===== src/rtl/instr_fetch.sv =====
// Instruction-fetch stage: owns the PC, addresses the combinational ROM and
// fills the IF/ID register; handles decode stalls, redirects and PC faults.
module instr_fetch #(
  parameter logic [31:0] RESET_PC  = 32'h0000_0000,
  parameter int unsigned ROM_DEPTH = 4096,
  parameter logic [31:0] NOP_INST  = 32'h0000_0013
) (
  input  logic        Clk,
  input  logic        Rst,
  output logic [31:0] RomAddr,
  input  logic [31:0] RomData,
  input  logic        Stall,
  input  logic        JumpEn,
  input  logic [31:0] JumpAddr,
  output logic [31:0] InstOut,
  output logic [31:0] PcOut,
  output logic        ValidOut,
  output logic        FetchFault,
  output logic [31:0] FetchCount
);

  typedef enum logic {RUN, HALT} state_t;

  // Upper bound kept at 33 bits so ROM_DEPTH*4 == 2^32 cannot overflow.
  localparam logic [32:0] PC_LIMIT = 33'(ROM_DEPTH) << 2;

  state_t      state;
  logic [31:0] pc;
  logic        pc_bad;

  assign RomAddr = pc;

  always_comb begin
    pc_bad = (pc[1:0] != 2'b00) || ({1'b0, pc} >= PC_LIMIT);
  end

  always_ff @(posedge Clk) begin
    if (Rst) begin
      pc         <= RESET_PC;
      state      <= RUN;
      InstOut    <= NOP_INST;
      PcOut      <= '0;
      ValidOut   <= 1'b0;
      FetchFault <= 1'b0;
      FetchCount <= '0;
    end else if (state == RUN) begin
      if (JumpEn) begin
        // Target is validated only when it is actually fetched.
        pc       <= JumpAddr;
        InstOut  <= NOP_INST;
        PcOut    <= '0;
        ValidOut <= 1'b0;
      end else if (!Stall) begin
        if (pc_bad) begin
          // PC is left untouched so the faulting address stays observable.
          state      <= HALT;
          FetchFault <= 1'b1;
          InstOut    <= NOP_INST;
          PcOut      <= '0;
          ValidOut   <= 1'b0;
        end else begin
          InstOut    <= RomData;
          PcOut      <= pc;
          ValidOut   <= 1'b1;
          pc         <= pc + 32'd4;
          FetchCount <= FetchCount + 32'd1;
        end
      end
    end
  end

endmodule


===== config.mk =====
export PLATFORM = sky130hd
export DESIGN_NAME = instr_fetch
export DESIGN_NICKNAME = d
export VERILOG_FILES = /design/src/rtl/instr_fetch.sv
export SDC_FILE = /design/constraint.sdc
export NUM_CORES = 1
export LEC_CHECK = 0
export CAP_MARGIN = 5
export CORE_UTILIZATION = 45
export CTS_CLUSTER_SIZE = 16
export DETAILED_ROUTE_END_ITERATION = 7
export PLACE_DENSITY = 0.8
export SYNTH_ARGS = -nofsm -noshare
export SYNTH_HDL_FRONTEND = slang
export SYNTH_SLANG_ARGS = --single-unit

===== constraint.sdc =====
create_clock -name Clk -period 2.45 [get_ports Clk]
set_clock_uncertainty 0.2 [all_clocks]
set_input_delay 0.49 -clock Clk [delete_from_list [all_inputs] [get_ports Clk]]
set_output_delay 0.49 -clock Clk [all_outputs]
set_load 0.02 [all_outputs]

==> results of run 1 <==
## registers in the layout (all words and copies together), names as in the netlist
name        cells
RomAddr        32
FetchFault      1
InstOut        32
PcOut          32
state           1
FetchCount     32
ValidOut        1
## layout by cell type (no fill, tap or decap), types with 4 or more instances in the layout
| master | instances |
|---|---|
| nor2_1 | 68 |
| and3_1 | 6 |
| a31oi_1 | 4 |
| nand2_1 | 83 |
| clkinvlp_4 | 4 |
| o31ai_1 | 19 |
| a22o_1 | 11 |
| nand2b_1 | 5 |
| inv_1 | 10 |
| nor2b_1 | 5 |
| mux2_1 | 4 |
| clkbuf_16 | 17 |
| clkdlybuf4s50_1 | 196 |
| nand4_1 | 18 |
| nor4_1 | 5 |
| dfxtp_1 | 131 |
| a21oi_1 | 48 |
| a22oi_1 | 29 |
| o22ai_1 | 6 |
| or4_1 | 13 |
| nor4_4 | 5 |
| nand3_1 | 25 |
| nor3_1 | 12 |
| a211oi_1 | 8 |
| o41ai_1 | 6 |
| buf_4 | 40 |
| xnor2_1 | 13 |
| o21ai_0 | 17 |
| and2_1 | 21 |
## layer usage
layer | global-route usage [%] | vias to the layer above | wire [um]
li1 | - | 2743 | -
met1 | 30.8 | 2745 | 6820
met2 | 45.5 | 245 | 8430
met3 | 8.45 | 40 | 1220
met4 | 12.4 | 0 | 430
met5 | 0 | - | 0
## power groups by stage
stage               Clock (mW)  Sequential, mW  Combinational, mW
finish                    2.59            2.25              0.631
global route              2.73            2.25              0.676
CTS                       2.64            2.24              0.626
detailed placement           0            2.29              0.622
global placement             0            2.29              0.613
floorplan                    0            2.33              0.262
## final cells by class
class	count	area, um^2
Clock buffer	17	425
Clock inverter	15	183
Fill cell	944	3550
Sequential cell	131	2620
Inverter	11	41.3
Tap cell	168	210
Timing Repair Buffer	238	2300
Multi-Input combinational cell	460	2730
## cells by family (layout without fill, tap and decap cells)
group / after synthesis / after routing / share of synthesized area (%)
xor+xnor: 14 / 14 / 2.19
simple gates: 281 / 281 / 26.2
fa+ha+maj: 3 / 3 / 0.670
compound gates: 156 / 156 / 18.3
flops: 131 / 131 / 46.8
buf+inv: 55 / 281 / 4.71
mux: 6 / 6 / 1.16
## worst max path at each step
| stage | start | slack [ns] | cells after the start | end |
|---|---|---|---|---|
| 2_1_floorplan | FetchCount[10] | 0.15 | 7 | FetchCount[26] |
| 3_3_place_gp | JumpEn | -0.20 | 6 | FetchCount[29] |
| 3_5_place_dp | JumpEn | -0.28 | 7 | PcOut[27] |
| 4_1_cts | RomAddr[27] | 0.07 | 5 | FetchCount[22] |
| 5_1_grt | RomAddr[27] | 0.03 | 5 | FetchCount[22] |
| 6_report | RomAddr[4] | 0.14 | 2 | RomAddr[4] |
## per-stage QoR
stage | instances | cell area, um^2 | hold slack (ns) | setup WS (ns)
finish | 1040 | 8520 | 0.257 | 0.144
global route | 1040 | 8520 | 0.276 | 0.0341
CTS | 1040 | 8500 | 0.242 | 0.0721
detailed placement | 1008 | 7900 | 0.247 | -0.278
global placement | 1008 | 7900 | 0.243 | -0.195
floorplan | 646 | 5610 | 0.334 | 0.152
==> metrics.csv, run 1 <==
metric,value,unit
max_cap_violations,0,
synth_edf_count,0,
synth_nets,717,
gp_congestion,0.898,
drc,0,
irDropWorstVdd,491,uV
ys_seq_area_share,46.8,%
intPower,4.09,mW
pwr-share-clk,47.4,%
ios,198,
row_count,40,
sw_frac_of_total,25.2,%
cts_buffers,17,
avgViaCountPerCell,5.55,
hp-class,flip-flop to flip-flop,
wire_per_inst,16.3,um
async_flop_share,0,%
path_delay_family,buffers and inverters,
cp_max_fo,7,
rr_worst_depth,5,
ff2ff_setup_slack,0.16,ns
min_to,PcOut[24],
synth_area,0.00561,mm^2
cp_slowest_cell,clkdlybuf4s50_1,
slew_violations,0,
cts_resized,0,
outcome,completed,
synth.area.top_cells,"dfxtp_1, nand2_1, nor2_1, a21oi_1, a22oi_1",
critPathMaxStageDelay,0.60,ns
grt_overflow_total,0,
grt_pass1_wl,27300,um
syn_inst,646,
nNetsFinal,930,
clk_latency,0.41,ns
yosysTopAreaCell,dfxtp_1,
cts-htree-levels,4,
area_growth_syn_to_layout,51.9,%
dieWidth,114,um
p_seq_share,41.1,%
path_class,flip-flop to output port,
core,0.0121,mm^2
critPathArrivalTime,1.62,ns
grt_max_degree,57,
synth_warnings,0,
post_cts_buffers,0,
min_period,2.31,ns
yosys-top-cells-count,"dfxtp_1, nand2_1, nor2_1, a21oi_1",
track_usage,26.8,%
path_buf_inv,2,
regToRegEndpoint,FetchCount[22],
antenna_left,0,
holdPathStages,1,
synth.avg_cell_area,8.68,um^2
hold_buffers,0,
clk_pin_slew_worst_paths,0.06,ns
start_util,46.5,%
timing.rr.start,RomAddr[27],
end_kind,output port,
hp-start,PcOut[24],
clock_sinks,131,
ys.flop_type,dfxtp_1,
powerDensity,642,mW/mm^2
drive_gt1_share,10.4,%
grt_setup_unrepaired,no,
antenna_cells,0,
synthDistinctLibCells,53,
fp.dieH,114,um
hpwl,11900,um
cts_root_buffer,clkbuf_16,
worstPathRequired,1.76,ns
setup_viol,0,
dieArea,0.0129,mm^2
start_kind,flip-flop,
finish.utilization,70.6,%
fin_crit_sh,94.1,%
p_leak,2.96,nW
cp_cell_sequence,buf_4 -> clkdlybuf4s50_1,
design_power_total,5.47,mW
p_sw,1.38,mW
relSlewSlack,53.2,%
cts_tree,built,
ys_ff_latch,131,
max_slew.worst_pin.slew,0.699,ns
grt_pass1_vias,5633,
synth_top_cell_area_share,46.8,%
first_pass_iters,5,
synth.most_common_cell,dfxtp_1,
pwr-share-comb,11.5,%
drt_iter0_drc,541,
antenna_found_initial,0,
vias,5773,
portBuffers,197,
fmaxAchievable,0.434,GHz
cts.path.max_buffers,2,
hold_viol,0,
fin_setup_tns,0,ns
routed_wl,16900,um
Note: power is estimated with default switching activity, not from simulation.
==> run 2: changes to the inputs <==
--- a/config.mk
+++ b/config.mk
@@ -5,11 +5,12 @@
 export SDC_FILE = /design/constraint.sdc
 export NUM_CORES = 1
 export LEC_CHECK = 0
+export ABC_AREA = 1
 export CAP_MARGIN = 5
-export CORE_UTILIZATION = 45
+export CORE_UTILIZATION = 47
 export CTS_CLUSTER_SIZE = 16
 export DETAILED_ROUTE_END_ITERATION = 7
-export PLACE_DENSITY = 0.8
+export PLACE_DENSITY = 0.81
 export SYNTH_ARGS = -nofsm -noshare
 export SYNTH_HDL_FRONTEND = slang
 export SYNTH_SLANG_ARGS = --single-unit
==> metrics.csv, run 2 <==
metric,value,unit,change
fp.dieH,118,um,+4.1%
p_leak,3.21,nW,+8.3%
layout_common_cells,"nand2_1, clkdlybuf4s50_1, nor2_1",,
setup_viol,0,,unchanged
fill_cells,1136,,+20%
cp_max_fo,8,,+1
clock_sinks,131,,unchanged
outcome,completed,,
gp_congestion,0.960,,+6.9%
clk_pin_slew_worst_paths,0.06,ns,about the same
area_growth_syn_to_layout,44.3,%,
synth_nets,1059,,+48%
max_cap_violations,0,,unchanged
cts.path.max_buffers,2,,unchanged
cts-htree-levels,4,,unchanged
cp_cell_sequence,clkdlybuf4s50_1,,
slew_violations,0,,unchanged
irDropWorstVdd,438,uV,-11%
ys.flop_type,dfxtp_1,,
hold_buffers,0,,unchanged
dieWidth,118,um,+4.1%
start_util,48.0,%,+1.5 points
first_pass_iters,5,,unchanged
cts_buffers,17,,unchanged
grt_max_degree,59,,+3.5%
grt_overflow_total,0,,unchanged
powerDensity,602,mW/mm^2,-6.2%
end_kind,output port,,
track_usage,27.4,%,+0.57 points
antenna_left,0,,unchanged
drive_gt1_share,5.29,%,-5.2 points
ys_seq_area_share,41.2,%,-5.5 points
synth_edf_count,0,,unchanged
hp-class,flip-flop to flip-flop,,
synthDistinctLibCells,32,,-40%
dieArea,0.0140,mm^2,+8.4%
path_delay_family,buffers and inverters,,
async_flop_share,0,%,unchanged
worstPathRequired,1.76,ns,about the same
drt_iter0_drc,447,,-17%
max_slew.worst_pin.slew,0.513,ns,-0.186 ns
routed_wl,19000,um,+12%
avgViaCountPerCell,5.11,,-8.0%
synth_warnings,0,,unchanged
wire_per_inst,13.9,um,-14%
synth_top_cell_area_share,41.2,%,-5.5 points
wl_met1,8040,um,+18%
fin_setup_tns,0,ns,unchanged
synth.most_common_cell,nand2_1,,
pre_cts_ws,-0.0291,ns,+0.249 ns
grt_pass1_wl,30800,um,+13%
hpwl,13600,um,+14%
ios,198,,unchanged
cts_resized,0,,unchanged
grt_pass1_vias,6404,,+14%
highest_layer,met4,,
row_count,42,,+5.0%
route.met3.wl,1380,um,+13%
yosys-top-cells-count,"nand2_1, nor2_1, dfxtp_1, a21oi_1, inv_1",,
syn_inst,988,,+53%
grt_setup_unrepaired,no,,
min_period,2.30,ns,-0.00593 ns
critPathArrivalTime,1.61,ns,about the same
clk_latency,0.42,ns,about the same
setup_ws,0.150,ns,+0.00593 ns
antenna_found_initial,0,,unchanged
fin_crit_sh,93.9,%,-0.24 points
synth_area,0.00636,mm^2,+13%
start_kind,flip-flop,,
nNetsFinal,1250,,+34%
portBuffers,197,,unchanged
path_buf_inv,1,,-1
relSlewSlack,65.5,%,+12 points
core,0.0132,mm^2,+9.8%
synth.avg_cell_area,6.44,um^2,-26%
drc,0,,unchanged
cp_slowest_cell,clkdlybuf4s50_1,,
ys_ff_latch,131,,unchanged
fmaxAchievable,0.435,GHz,+0.26%
hold_viol,0,,unchanged
final_common_cell,nand2_1,,
met2_length,9060,um,+7.4%
path_class,flip-flop to output port,,
vias,6986,,+21%
post_cts_buffers,0,,unchanged
hold_ws,0.237,ns,-0.0208 ns
synth.area.top_cells,"dfxtp_1, nand2_1, nor2_1, a21oi_1, xor2_1",,
critPathMaxStageDelay,0.70,ns,+0.10 ns
cts_tree,built,,
antenna_cells,0,,unchanged
yosysTopAreaCell,dfxtp_1,,
cts_root_buffer,clkbuf_16,,
-- run 2: cell families after synthesis --
group	Yosys count	synth area share (%)
simple gates	612	38.0
compound gates	133	10.8
flops	131	41.2
buf+inv	81	5.57
xor+xnor	28	3.86
fa+ha+maj	3	0.590
-- run 2: power by group --
part | total, mW | leakage (nW) | internal, mW | switching (mW)
combinational | 0.678 | 1.86 | 0.310 | 0.368
clock | 2.57 | 0.294 | 1.57 | 1.00
sequential | 2.28 | 1.06 | 2.19 | 0.0884
-- run 2: metrics by stage --
stage                     total power, mW  cell area [um^2]  utilization [%]  std cells
after floorplan                      2.65              6360                -        988
after global placement               2.98              8570             64.7       1336
after detailed placement             2.99              8570             64.7       1336
after CTS                            5.56              9180             69.3       1368
after global routing                 5.72              9180             69.3       1368
final                                5.53              9180             69.3       1368
-- run 2: final cells by class --
cell class                 instances  area (um^2)  share of cell area (%)
multi-input combinational        776         3400                    37.0
clock inverter                    12          145                    1.58
clock buffer                      20          457                    4.98
sequential                       131         2620                    28.6
inverter                          38          143                    1.55
timing repair buffer             215         2190                    23.9
tap                              176          220                    2.40
-- run 2: per-layer routing --
layer,global-route usage (%),up-vias
met1,33.3,3180
li1,-,3494
met4,12.4,0
met2,46.0,273
met5,0,-
met3,6.13,39
-- run 2: worst paths after layout --
kind	start	endpoint	slack, ns	cells after the start
hold / removal	PcOut[20]	PcOut[20]	0.24	2
setup / recovery	RomAddr[4]	RomAddr[4]	0.15	1
hold reg to reg	PcOut[20]	PcOut[20]	0.24	2
setup reg to reg	RomAddr[30]	RomAddr[11]	0.28	8
-- run 2: worst min-delay path, stage by stage (launching register included) --
cell,delay [ns]
dfxtp_1,0.31
nand2_1,0.06
nor2_1,0.03
